$ cat config.mk
export PLATFORM = sky130hd
export DESIGN_NAME = timing_sequencer
export DESIGN_NICKNAME = d
export VERILOG_FILES = /design/src/rtl/timing_sequencer.sv
export SDC_FILE = /design/constraint.sdc
export NUM_CORES = 1
export LEC_CHECK = 0
export CAP_MARGIN = 40
export CORE_AREA = 2 2 40 42
export CTS_BUF_LIST = sky130_fd_sc_hd__clkbuf_4 sky130_fd_sc_hd__clkbuf_8
export CTS_CLUSTER_DIAMETER = 100
export DETAILED_ROUTE_END_ITERATION = 8
export DIE_AREA = 0 0 42 44
export PLACE_DENSITY = 0.72
export SETUP_SLACK_MARGIN = 0.5
export SYNTH_ARGS = -nofsm -noshare
export SYNTH_HDL_FRONTEND = slang
export SYNTH_SLANG_ARGS = --single-unit
$ cat constraint.sdc
create_clock -name clk -period 1.55 [get_ports clk]
set_clock_uncertainty 0.1 [all_clocks]
set_input_delay 0.2325 -clock clk [delete_from_list [all_inputs] [get_ports clk]]
set_output_delay 0.2325 -clock clk [all_outputs]
set_load 0.02 [all_outputs]
$ cat src/rtl/timing_sequencer.sv
// Sequence counter with start/stop (S), interrupt-cycle (R) and interrupt-enable (IEN) flops.
// Latency: state updates on the rising edge, and t decodes combinationally from the registers.
// Backpressure: en=0 freezes sequencing, while start/hlt/ien_set/ien_clr still act.
// Optional SEQ_SINGLE_STEP_EN adds step_mode: an advancing sc_clr also clears S.
module timing_sequencer #(
  parameter int NT  = 8,
  parameter int SCW = 3
) (
  input  logic           clk,
  input  logic           reset,
  input  logic           en,
  input  logic           start,
  input  logic           hlt,
  input  logic           sc_clr,
  input  logic           ien_set,
  input  logic           ien_clr,
  input  logic           fgi,
  input  logic           fgo,
`ifdef SEQ_SINGLE_STEP_EN
  input  logic           step_mode,
`endif
  output logic [SCW-1:0] sc,
  output logic [NT-1:0]  t,
  output logic           running,
  output logic           r_flag,
  output logic           ien,
  output logic           wrap_err
);

  logic advance;
  logic step_stop;
  logic intr_done;
  logic intr_take;

  assign advance   = running & en;
`ifdef SEQ_SINGLE_STEP_EN
  assign step_stop = step_mode;
`else
  assign step_stop = 1'b0;
`endif

  // R is raised only after fetch (T0..T2) completes, and it ends on the sc_clr of the interrupt cycle.
  assign intr_done = advance & r_flag & sc_clr;
  assign intr_take = advance & ien & (fgi | fgo) & (sc > SCW'(2)) & ~r_flag;

  always_ff @(posedge clk or negedge reset) begin
    if (!reset) begin
      sc       <= '0;
      running  <= 1'b0;
      r_flag   <= 1'b0;
      ien      <= 1'b0;
      wrap_err <= 1'b0;
    end else begin
      if (hlt) begin
        sc      <= '0;
        running <= 1'b0;
      end else if (start && !running) begin
        running <= 1'b1;
        sc      <= '0;
      end else if (advance) begin
        if (sc_clr) begin
          sc <= '0;
          if (step_stop) running <= 1'b0;
        end else if (sc == SCW'(NT - 1)) begin
          sc       <= '0;
          wrap_err <= 1'b1;
        end else begin
          sc <= sc + 1'b1;
        end
      end

      if (intr_done)
        r_flag <= 1'b0;
      else if (intr_take)
        r_flag <= 1'b1;

      if (ien_clr || intr_done)
        ien <= 1'b0;
      else if (ien_set)
        ien <= 1'b1;
    end
  end

  always_comb begin
    t = '0;
    for (int i = 0; i < NT; i++)
      t[i] = running && (sc == SCW'(i));
  end

endmodule

# After elaboration in Yosys (flattened, before gate mapping)

Cells that the tools add are included.

Latch bits: 0
Bits of input ports: 10
Logic and storage cells: 54
Memory bits (writable): 0
ROM bits: 0
Flip-flop bits (word level): 7
Memories kept: 0

Divide/modulo/power cells: 0
Bitwise operators: 12
Shifts and indexed selects: 0
Add/subtract/negate cells: 1
Mux-type cells: 11
Equal/unequal tests: 7
Reductions and logical operators: 17
Order comparisons: 1
$mul: 0

Operators by type and width:

| operator                                           | count |
|---|---|
| 2-to-1 mux 3 bit                                   | 5 |
| == test 3 bit, second input constant               | 4 |
| logical AND 1 bit                                  | 9 |
| bitwise AND 1 bit                                  | 7 |
| == test 3 x 2 -> 1 bit, second input constant      | 2 |
| 2-to-1 mux 1 bit                                   | 6 |
| nonzero test 2 bit                                 | 3 |
| AND reduction 5 bit                                | 1 |
| inverter 1 bit                                     | 4 |
| adder 3 x 1 -> 3 bit, second input constant        | 1 |
| == test 3 x 1 -> 1 bit, second input constant      | 1 |
| > comparator 3 x 2 -> 1 bit, second input constant | 1 |
| zero test 3 bit                                    | 1 |
| nonzero test 3 bit                                 | 1 |
| zero test 1 bit                                    | 1 |
| logical OR 1 bit                                   | 1 |
| OR 1 bit                                           | 1 |

# Logic depth before layout (Yosys ltp)

Gate-level depths: netlist (run 1).

Depth in word-level cells: 7
Mapped depth: 4
Mapped depth without buffers: 4

# Least setup slack after synthesis (run 1)

No wires, ideal clock.

Path kind: register -> register
From: reg sc[0]
To: reg sc[0]
Data arrival time: 1.388 ns
Setup slack: -0.003 ns
Required time: 1.386 ns
Cell stages (with the launch flop): 5
Cells stage by stage: dfrtp_1 > ha_1 > ha_1 > nor4_2 > mux2_4

Cells in the longest elaborated chain, start to end: 6

Ends and longest elaborated chain:

| element                                               | RTL line | text |
|---|---|---|
| from (decl)                                           | 22       | `output logic [SCW-1:0] sc,` |
| from (signal assigned)                                | 68       | `sc <= sc + 1'b1;` |
| adder 3 x 1 -> 3 bit or == test 3 bit (tied branches) | 68, 64   |  |
| 2-to-1 mux 3 bit *                                    | 64       | `end else if (sc == SCW'(NT - 1)) begin` |
| 2-to-1 mux 3 bit *                                    | 61       | `if (sc_clr) begin` |
| 2-to-1 mux 3 bit *                                    | 60       | `end else if (advance) begin` |
| 2-to-1 mux 3 bit *                                    | 57       | `end else if (start && !running) begin` |
| 2-to-1 mux 3 bit *                                    | 54       | `if (hlt) begin` |

Mark *: on every way between the ends. The rest lies on a longest branch, timed or not. The select of a mux whose other input is x is not followed.
A chain may end at the register's enable or synchronous reset.

# Worst setup path in the final report (run 1)

From: reg sc[1]
To: out t[7]

Cells in the longest elaborated chain, start to end: 2

Ends and longest elaborated chain:

| element           | RTL line | text |
|---|---|---|
| == test 3 bit     | 87       | `t[i] = running && (sc == SCW'(i));` |
| logical AND 1 bit | 87       |  |
| to (decl)         | 23       | `output logic [NT-1:0] t,` |

No other way between the ends.

==> results.txt, run 1 <==
----------------------------------------------------
[Clocking]
  Clock sinks ... 7
  Cell at the root of the clock tree ... sky130_fd_sc_hd__clkbuf_4
  Number of levels the H-tree was split into ... 1
  Number of buffers created by CTS ... 3
  Clock slew at the register clock pins of the worst setup and hold paths ... 0.06 ns
  CTS Hold Buffers Added ... 0
  Clock latency of the later-clocked register in the worst-skew pair ... 0.26 ns
  Maximum clock insertion buffer count ... 2
  CTS tree ... built

[Drt]
  Total DRC errors in the routed layout ... 0
  Iteration-0 DRC count of the detailed router ... 2
  Vias per cell ... 4.68
  Total number of vias ... 519
  Routed length per instance ... 13.8 µm
  Routed Antenna Nets ... 0
  DRT Wirelength ... 1530 µm
  Count of TritonRoute iterations in the first routing pass ... 4

[Final layout]
  Filler cell count in the final layout ... 99
  Area Overhead vs Synth ... 133%
  Area of combinational cells with multiple inputs ... 378 µm²
  Ant diodes ... 0
  Final layout net count ... 112
  Reg area ... 180 µm²
  Share of layout cells above drive strength 1 ... 72.6%
  Layout Utilization ... 75.0%

[Timing]
  Headroom to the max-slew limit ... 76.2%
  Number of max-slew violations in the final report ... 0
  Period utilisation layout ... 104%
  Crit path time final ... 1.62 ns
  Setup TNS ... -0.295 ns
  Final count of negative-setup-slack endpoints ... 7
  Setup slack of the critical path after layout ... -0.0675 ns
  Unrepaired setup endpoints after global routing ... yes
  Highest clock frequency the design can meet ... 618 MHz
  Number of hold-slack violations in the final timing report ... 0
  Tightest Pin Transition ... 0.355 ns

[Floorplan]
  Boundary pin count ... 25
  Initial core utilization ... 32.2%
  Overall die height ... 44 µm
  Area of the placeable core ... 1420 µm²
  Die Width ... 42 µm
  Number of cell rows ... 14
  Full die area ... 1850 µm²

[Global routing]
  Most utilized layer in the global route result ... met2
  First-pass GRT wire length ... 2290 µm
  Global-route congestion overflow total ... 0
  Global routing met1 resource utilization ... 20.4%
  GR Layer Usage met2 ... 28.1%
  Met3 capacity usage during global routing ... 2.92%
  Vias in the first global route ... 522
  Total GRT Usage ... 16.8%
  Initial antenna violation count ... 0
  Maximum number of pins on one net before global-route repair ... 8

[Outcome]
  Violations in the final reports ... setup timing
  Run status ... complete, but fails checks

[Setup path]
  Data arrival time of the critical path ... 1.28 ns
  Critical path's largest stage delay ... 0.44 ns
  Required @ worst endpoint ... 1.22 ns
  Most common cell type on the critical path ... sky130_fd_sc_hd__ha_4
  Kind of end point of the critical path ... output pin
  Number of buffer and inverter instances along the worst setup path ... 1
  Cell with the largest stage delay on the worst path ... sky130_fd_sc_hd__dfrtp_2
  Max FO, Critical Path ... 4
  Launch point of the critical path ... sc[1]
  Startpoint of the lowest-slack register-to-register path ... sc[1]
  Family with the most delay on the worst path ... flip-flops
  Start-to-end type of the worst setup path ... flip-flop to output pin
  Series of cell instances along the critical path ... ha_4 > ha_4 > and2_4 > buf_6
  Crit start category ... flip-flop

[Pwr]
  Standby leakage power ... 0.493 nW
  Cell area power density ... 481 nW/µm²
  Worst VDD drop ... 0.000419 V
  Overall Power ... 0.000511 W

[Synth]
  Number of distinct standard cells referenced by the synthesized netlist ... 17
  #FFs+latches synth ... 7
  Mapped Cells ... 47
  Per-instance average area after synthesis ... 9.72 µm²
  Count of warnings emitted by yosys ... 0
  Fraction of the yosys area taken by sequential cells ... 38.4%
  Total nets after synthesis ... 63
  Total standard cell area after synthesis ... 457 µm²

[Hold path]
  Hold crit path type ... input pin to async pin

[Placement]
  Estimated wirelength of the detail-placed design ... 985 µm
  Worst-case setup slack after placement ... -0.240 ns
  Port Buf Inserts ... 24
  Last weighted congestion value of the routability-driven placer ... 0.729

[Run]
  Max-capacitance violation count ... 0

----------------------------------------------------
## routing by layer
layer | routed length, µm | vias to the layer above
li1 | - | 257
met1 | 621 | 249
met2 | 842 | 11
met3 | 50 | 2
met4 | 15 | 0
met5 | 0 | -
## state kept, by name, summed over array words and instances (netlist names)
name      count
sc            3
ien           1
r_flag        1
running       1
wrap_err      1
## final timing paths
kind,cells past startpoint,slack [ns],to
min,1,0.15,ien
max in group asynchronous,1,0.91,sc[1]
min in group clk,2,0.43,ien
min reg2reg,2,0.54,ien
max,4,-0.07,t[7]
max reg2reg,6,0.01,sc[0]
## placed cells by master, fill, tap and decap left out, drive strengths merged, types with 2 or more instances in the layout
master         instances
buf                   35
nor2                  10
clkdlybuf4s50          9
dfrtp                  7
ha                     6
nand2                  5
inv                    4
clkbuf                 4
and2                   3
a22o                   3
nor3                   2
## cell usage after synthesis (all sizes together)
cell type,instances,share of area (%)
inv,4,3.3
nand2,5,4.1
and2,3,4.9
nor4b,1,3.3
nor4,1,2.7
nor2b,1,1.4
a21o,1,1.6
o21ai,1,1.1
nor2,10,8.2
mux2,1,3.3
dfrtp,7,38
a22o,3,6.0
nor3,2,3.3
a311oi,1,1.9
ha,6,16
## final cells by class
cell class	instances	area share (%)
sequential	7	16.9
timing repair buffer	44	41.4
clock buffer	4	2.82
inverter	4	1.41
tap	16	1.88
multi-input combinational	36	35.5
## through the flow
step | instances | hold WS [ns] | cell area (µm²)
4_1_cts | 106 | 0.158 | 987
6_report | 111 | 0.147 | 1060
2_1_floorplan | 47 | -0.163 | 518
5_1_grt | 111 | 0.164 | 1060
3_5_place_dp | 94 | 0.351 | 831
3_3_place_gp | 94 | 0.347 | 831
## cells by family (layout without fill, tap and decap cells)
| family | Yosys count | count (layout) | synth area share, % |
|---|---|---|---|
| adders and majority gates | 6 | 6 | 16.4 |
| and+or+nand+nor | 23 | 23 | 27.9 |
| muxes | 1 | 1 | 3.29 |
| buffers and inverters | 4 | 52 | 3.29 |
| DFF | 7 | 7 | 38.4 |
| AOI/OAI and AO/OA | 6 | 6 | 10.7 |
## timing repair
item	in CTS	in global routing
gates resized for setup	100	11
buffers inserted	8	5
setup endpoints to repair	21	21
pin swaps	6	4
## worst register-to-register path: cells and delay by family, from the launching register on
family	cells	cell delay, ns
flip-flops	1	0.44
adder cells (fa/ha/maj)	2	0.35
buffers and inverters	2	0.23
multiplexers	1	0.19
AND/OR/NAND/NOR	1	0.16
## where the power goes
group / internal, W / switching [W]
logic: 0.0000718 / 0.0000551
clock network: 0.000116 / 0.0000746
registers: 0.000188 / 0.00000580
Power figures use the tool's default switching activity.
==> run 2, diff against run 1 <==
Settings changed: REMOVE_ABC_BUFFERS set to 1.
==> results.txt, run 2 (synthesized netlist as in run 1, its figures left out) <==
----------------------------------------------------
[Drt]
  Iteration-0 DRC count of the detailed router ... 10 (+8)
  DRT Wirelength ... 1560 µm (+1.6%)
  Count of TritonRoute iterations in the first routing pass ... 4 (unchanged)
  Routed Antenna Nets ... 0 (unchanged)
  Routed length per instance ... 14.4 µm (+4.5%)
  Total number of vias ... 530 (+2.1%)
  Vias per cell ... 4.91 (+5.0%)
  Total DRC errors in the routed layout ... 0 (unchanged)

[Timing]
  Number of max-slew violations in the final report ... 0 (unchanged)
  Unrepaired setup endpoints after global routing ... yes
  Setup TNS ... -0.438 ns (-0.142 ns)
  Highest clock frequency the design can meet ... 611 MHz (-1.2%)
  Number of hold-slack violations in the final timing report ... 0 (unchanged)
  Setup slack of the critical path after layout ... -0.0867 ns (-0.0192 ns)
  Period utilisation layout ... 106% (+1.2 points)
  Crit path time final ... 1.64 ns (+0.0192 ns)
  Tightest Pin Transition ... 0.337 ns (-0.0179 ns)
  Headroom to the max-slew limit ... 77.4% (+1.2 points)
  Smallest hold slack ... 0.146 ns (-0.000234 ns)
  Final count of negative-setup-slack endpoints ... 10 (+3)

[Run]
  Max-capacitance violation count ... 0 (unchanged)

[Placement]
  Cell count after placement ... 96 (+2.1%)
  Port Buf Inserts ... 24 (unchanged)
  Estimated wirelength of the detail-placed design ... 1000 µm (+1.5%)
  Total cell area at the placement stage ... 785 µm² (-5.6%)
  Worst-case setup slack after placement ... -0.304 ns (-0.0640 ns)
  Last weighted congestion value of the routability-driven placer ... 0.762 (+4.5%)

[Clocking]
  Number of levels the H-tree was split into ... 1 (unchanged)
  Clock sinks ... 7 (unchanged)
  Clock latency of the later-clocked register in the worst-skew pair ... 0.25 ns (about the same)
  Maximum clock insertion buffer count ... 2 (unchanged)
  CTS Hold Buffers Added ... 0 (unchanged)
  Number of buffers created by CTS ... 3 (unchanged)
  Cell at the root of the clock tree ... sky130_fd_sc_hd__clkbuf_4
  CTS tree ... built
  Clock slew at the register clock pins of the worst setup and hold paths ... 0.05 ns (about the same)

[Outcome]
  Run status ... complete, but fails checks
  Violations in the final reports ... setup timing

[Global routing]
  Initial antenna violation count ... 0 (unchanged)
  Vias in the first global route ... 509 (-2.5%)
  Total GRT Usage ... 17.8% (+1.0 points)
  Global-route congestion overflow total ... 0 (unchanged)
  First-pass GRT wire length ... 2400 µm (+4.8%)
  Maximum number of pins on one net before global-route repair ... 8 (unchanged)

[Pwr]
  Standby leakage power ... 0.466 nW (-5.4%)
  Cell area power density ... 494 nW/µm² (+2.7%)
  Worst VDD drop ... 0.000415 V (-0.95%)

[Floorplan]
  Number of cell rows ... 14 (unchanged)
  Initial core utilization ... 32.2% (unchanged)
  Boundary pin count ... 25 (unchanged)
  Overall die height ... 44 µm (unchanged)
  Full die area ... 1850 µm² (unchanged)
  Die Width ... 42 µm (unchanged)
  Area of the placeable core ... 1420 µm² (unchanged)

[Setup path]
  Start-to-end type of the worst setup path ... flip-flop to output pin
  R2R cell count ... 6 (unchanged)
  Data arrival time of the critical path ... 1.30 ns (+0.02 ns)
  Max FO, Critical Path ... 5 (+1)
  Reg2Reg Capture Point ... sc[0]
  Startpoint of the lowest-slack register-to-register path ... sc[1]
  Crit start category ... flip-flop
  Worst setup path endpoint ... t[7]
  Kind of end point of the critical path ... output pin
  Setup slack of the worst register-to-register path ... -0.01 ns (-0.02 ns)
  Launch point of the critical path ... sc[1]
  Required @ worst endpoint ... 1.22 ns (about the same)

[Final layout]
  Top reg by flops ... sc
  Final instance area ... 983 µm² (-7.5%)
  Ant diodes ... 0 (unchanged)
  Commonest non-fill, non-tap cell in the layout ... sky130_fd_sc_hd__buf_4
  Non-filler cells, final ... 108 (-2.7%)
  Filler cell count in the final layout ... 110 (+11%)
  Max FFs per register ... 3 (unchanged)
  Commonest cells after routing, fill and taps aside ... sky130_fd_sc_hd__buf_4, sky130_fd_sc_hd__buf_6, sky130_fd_sc_hd__nor2_1, sky130_fd_sc_hd__clkdlybuf4s50_1
  Area Overhead vs Synth ... 115%
  Final layout net count ... 109 (-2.7%)
  Share of layout cells above drive strength 1 ... 65.2% (-7.4 points)

[Hold path]
  Hold crit path type ... input pin to async pin

----------------------------------------------------
## run 2: cell count changes in the layout (fill, tap and decap cells not counted), sizes merged
cell	before	now
buf	35	32
## run 2: worst min path at each step
stage	end	slack, ns	depth (start not counted)
final	r_flag	0.15	1
after global routing	r_flag	0.17	1
after CTS	r_flag	0.15	1
after detailed placement	wrap_err	0.35	1
after global placement	wrap_err	0.34	1
after floorplan	ien	-0.16	0
## run 2: final cells by class
| class | count | area (µm²) | share of cell area, % |
|---|---|---|---|
| repair buffers | 41 | 383 | 38.9 |
| multi-input cells | 36 | 355 | 36.1 |
| flip-flops and latches | 7 | 180 | 18.3 |
| clock buffers | 4 | 30.0 | 3.05 |
| well taps | 16 | 20.0 | 2.04 |
| inverters | 4 | 15.0 | 1.53 |
## run 2: power by group
part / switching (W) / leakage [nW] / total [W] / internal (W)
Sequential: 0.00000773 / 0.0885 / 0.000196 / 0.000188
Clock: 0.0000664 / 0.0184 / 0.000182 / 0.000116
Combinational: 0.0000485 / 0.359 / 0.000107 / 0.0000590
## run 2: worst max-delay path: stages (launching register included)
cell and delay (ns):
sky130_fd_sc_hd__dfrtp_2 0.45, sky130_fd_sc_hd__ha_4 0.20, sky130_fd_sc_hd__ha_4 0.16, sky130_fd_sc_hd__and2_4 0.13, sky130_fd_sc_hd__buf_6 0.12
## run 2: repair_timing
action / CTS / global route
setup buffers: 5 / 3
pin swaps: 3 / 5
resized for setup: 99 / 16
setup endpoints to repair: 21 / 21
## run 2: layer usage
metal / vias to the layer above / share of wire [%] / global-route usage [%]
met5: - / 0 / 0
met4: 0 / 0.64 / 3.87
met3: 4 / 5.0 / 6.25
met2: 21 / 56 / 31.9
met1: 258 / 38 / 20.6
li1: 247 / - / -
## run 2: per-stage QoR
step           util (%)  power [W]
6_report           69.3   0.000485
5_1_grt            69.3   0.000505
4_1_cts            64.3   0.000482
3_5_place_dp       55.3   0.000281
3_3_place_gp       55.3   0.000279
2_1_floorplan         -   0.000226
==> run 3, diff against run 2 <==
Settings changed: ABC_AREA set to 1, PLACE_DENSITY 0.72 to 0.74, REMOVE_ABC_BUFFERS 1 to not set.
==> results.txt, run 3 <==
----------------------------------------------------
[Final layout]
  Max FFs per register ... 3 (unchanged)
  Final layout net count ... 130 (+19%)
  Commonest non-fill, non-tap cell in the layout ... sky130_fd_sc_hd__buf_6
  Area of combinational cells with multiple inputs ... 433 µm² (+22%)
  Non-filler cells, final ... 129 (+19%)
  Area Overhead vs Synth ... 142%
  Commonest cells after routing, fill and taps aside ... sky130_fd_sc_hd__buf_6, sky130_fd_sc_hd__nand2_1, sky130_fd_sc_hd__buf_4
  Reg area ... 180 µm² (unchanged)
  Ant diodes ... 0 (unchanged)
  Share of layout cells above drive strength 1 ... 67.3% (+2.0 points)
  Final instance area ... 1170 µm² (+19%)
  Layout Utilization ... 82.8% (+13 points)
  Filler cell count in the final layout ... 78 (-29%)
  Top reg by flops ... sc

[Drt]
  Routed Antenna Nets ... 0 (unchanged)
  Total DRC errors in the routed layout ... 0 (unchanged)
  Iteration-0 DRC count of the detailed router ... 8 (-2)
  Routed length per instance ... 15.9 µm (+10%)
  Vias per cell ... 4.83 (-1.6%)
  DRT Wirelength ... 2050 µm (+32%)
  Count of TritonRoute iterations in the first routing pass ... 5 (+1)
  Total number of vias ... 623 (+18%)

[Placement]
  Total cell area at the placement stage ... 921 µm² (+17%)
  Cell count after placement ... 114 (+19%)
  Last weighted congestion value of the routability-driven placer ... 0.746 (-2.1%)
  Port Buf Inserts ... 24 (unchanged)
  Estimated wirelength of the detail-placed design ... 1120 µm (+12%)

[Timing]
  Headroom to the max-slew limit ... 75.4% (-2.1 points)
  Unrepaired setup endpoints after global routing ... yes
  Highest clock frequency the design can meet ... 616 MHz (+0.75%)
  Crit path time final ... 1.62 ns (-0.0121 ns)
  Number of max-slew violations in the final report ... 0 (unchanged)
  Smallest hold slack ... 0.156 ns (+0.00952 ns)
  Tightest Pin Transition ... 0.369 ns (+0.0313 ns)
  Setup slack of the critical path after layout ... -0.0746 ns (+0.0121 ns)
  Period utilisation layout ... 105% (-0.78 points)
  Number of hold-slack violations in the final timing report ... 0 (unchanged)
  Final count of negative-setup-slack endpoints ... 8 (-2)

[Global routing]
  First-pass GRT wire length ... 2810 µm (+17%)
  Vias in the first global route ... 627 (+23%)
  Total GRT Usage ... 21.3% (+3.5 points)
  Initial antenna violation count ... 0 (unchanged)
  Global-route congestion overflow total ... 0 (unchanged)
  Maximum number of pins on one net before global-route repair ... 8 (unchanged)

[Synth]
  Commonest cells in the synthesized netlist ... sky130_fd_sc_hd__nand2_1, sky130_fd_sc_hd__inv_1, sky130_fd_sc_hd__dfrtp_1
  Fraction of the yosys area taken by sequential cells ... 36.1% (-2.3 points)
  Synth Area in XOR/XNOR ... 0% (unchanged)
  Arithmetic-cell share of the synthesized area counting full adders, half adders and majority gates ... 15.5% (-0.97 points)
  Dominant cell by count in the synthesized netlist ... sky130_fd_sc_hd__nand2_1
  Main synth FF type ... sky130_fd_sc_hd__dfrtp_1
  Proportion of synthesized flip-flops having asynchronous set or reset ... 100% (unchanged)
  Total standard cell area after synthesis ... 485 µm² (+6.3%)
  Per-instance average area after synthesis ... 7.25 µm² (-25%)
  Number of enable-type register cells in the synthesized netlist ... 0 (unchanged)
  Post-synthesis compound-gate area fraction ... 3.87% (-6.8 points)
  Count of warnings emitted by yosys ... 0 (unchanged)
  Synth top area share ... 36.1% (-2.3 points)
  Synth area leaders ... sky130_fd_sc_hd__dfrtp_1, sky130_fd_sc_hd__ha_1, sky130_fd_sc_hd__nand2_1
  Mapped Cells ... 67 (+43%)
  Number of distinct standard cells referenced by the synthesized netlist ... 12 (-5)
  Fraction of the mapped netlist area in simple logic gates ... 32.2% (+4.3 points)
  Multiplexer share of the synthesized area ... 0% (-3.3 points)
  Combinational family with the most area after synthesis ... simple AND/OR/NAND/NOR gates
  Cell type with the highest aggregate area in the netlist ... sky130_fd_sc_hd__dfrtp_1
  Total nets after synthesis ... 83
  #FFs+latches synth ... 7 (unchanged)

[Setup path]
  Required @ worst endpoint ... 1.22 ns (about the same)
  Critical path's largest stage delay ... 0.48 ns (+0.03 ns)
  Max FO, Critical Path ... 4 (-1)
  Data arrival time of the critical path ... 1.29 ns (about the same)
  Most common cell type on the critical path ... sky130_fd_sc_hd__ha_4
  Kind of end point of the critical path ... output pin
  Start-to-end type of the worst setup path ... flip-flop to output pin
  Crit start category ... flip-flop
  Cell with the largest stage delay on the worst path ... sky130_fd_sc_hd__dfrtp_2
  Series of cell instances along the critical path ... ha_4 > ha_4 > nand2_2 > inv_2 > buf_6

[Pwr]
  Cell area power density ... 438 nW/µm² (-11%)
  Standby leakage power ... 0.557 nW (+20%)
  Worst VDD drop ... 0.000653 V (+57%)

[Hold path]
  Hold crit path type ... input pin to async pin

[Clocking]
  Clock sinks ... 7 (unchanged)
  CTS tree ... built
  Clock latency of the later-clocked register in the worst-skew pair ... 0.25 ns (about the same)
  Maximum clock insertion buffer count ... 2 (unchanged)
  Cell at the root of the clock tree ... sky130_fd_sc_hd__clkbuf_4
  Number of levels the H-tree was split into ... 1 (unchanged)
  Number of buffers created by CTS ... 3 (unchanged)
  Clock slew at the register clock pins of the worst setup and hold paths ... 0.06 ns (about the same)
  CTS Hold Buffers Added ... 0 (unchanged)

[Floorplan]
  Area of the placeable core ... 1420 µm² (unchanged)
  Number of cell rows ... 14 (unchanged)
  Initial core utilization ... 34.2% (+2.0 points)
  Full die area ... 1850 µm² (unchanged)
  Boundary pin count ... 25 (unchanged)
  Overall die height ... 44 µm (unchanged)
  Die Width ... 42 µm (unchanged)

[Outcome]
  Violations in the final reports ... setup timing
  Run status ... complete, but fails checks

[Run]
  Max-capacitance violation count ... 0 (unchanged)

----------------------------------------------------
run 3: changes by cell type after synthesis, moves of 2 or more:
cell / change
sky130_fd_sc_hd__nand2_1: +14
sky130_fd_sc_hd__nor3_1: +5
sky130_fd_sc_hd__nor2_1: -4
sky130_fd_sc_hd__inv_1: +12
sky130_fd_sc_hd__nand3_1: +2
sky130_fd_sc_hd__and2_2: -3
sky130_fd_sc_hd__a22o_1: -2
run 3: metrics by stage:
stage / setup slack (ns) / TNS (ns) / power (W)
global placement: -0.304 / -2.13 / 0.000299
CTS: -0.0729 / -0.275 / 0.000499
floorplan: 0.100 / 0 / 0.000239
global route: -0.117 / -0.851 / 0.000535
finish: -0.0746 / -0.370 / 0.000514
detailed placement: -0.383 / -2.43 / 0.000302
run 3: timing repair:
item,4_1_cts,5_1_grt
resized for setup,106,19
endpoints found under the setup margin,20,21
pin swaps,13,9
buffers inserted,7,4
hold endpoints to repair,0,0
run 3: cell type report:
class	instances	area share, %
inverters	16	7.03
well taps	16	1.70
repair buffers	42	36.5
flip-flops and latches	7	15.3
clock buffers	4	2.56
multi-input cells	44	36.8
run 3: kinds of logic after synthesis:
logic type      after synthesis
buf+inv                      16
fa+ha+maj                     6
flops                         7
simple gates                 35
compound gates                3
run 3: where the power goes:
group	internal [W]	switching, W
Combinational	0.0000629	0.0000632
Clock	0.000116	0.0000778
Sequential	0.000188	0.00000615
Total	0.000367	0.000147
run 3: layer usage:
metal / vias up / part of all wire [%] / routed length, µm / track usage [%]
li1: 302 / - / - / -
met1: 297 / 38 / 785 / 22.7
met2: 18 / 56 / 1150 / 38.1
met3: 6 / 1.9 / 38 / 2.92
met4: 0 / 3.6 / 73 / 16.8
met5: - / 0 / 0 / 0
run 3: critical path: cells and delay by family, from the launching register on:
kind	cells	cell delay [ns]
fa+ha+maj	2	0.37
simple gates	1	0.05
buf+inv	2	0.15
flops	1	0.48
run 3: path summary, 6_finish.rpt:
| check | cells past startpoint | endpoint | slack, ns | startpoint |
|---|---|---|---|---|
| max | 5 | t[7] | -0.07 | sc[0] |
| min | 1 | wrap_err | 0.16 | reset |
| max reg2reg | 8 | sc[0] | 0 | sc[0] |
| min reg2reg | 2 | ien | 0.53 | r_flag |
| max in group asynchronous | 1 | sc[2] | 0.90 | reset |
| min in group clk | 3 | running | 0.46 | start |
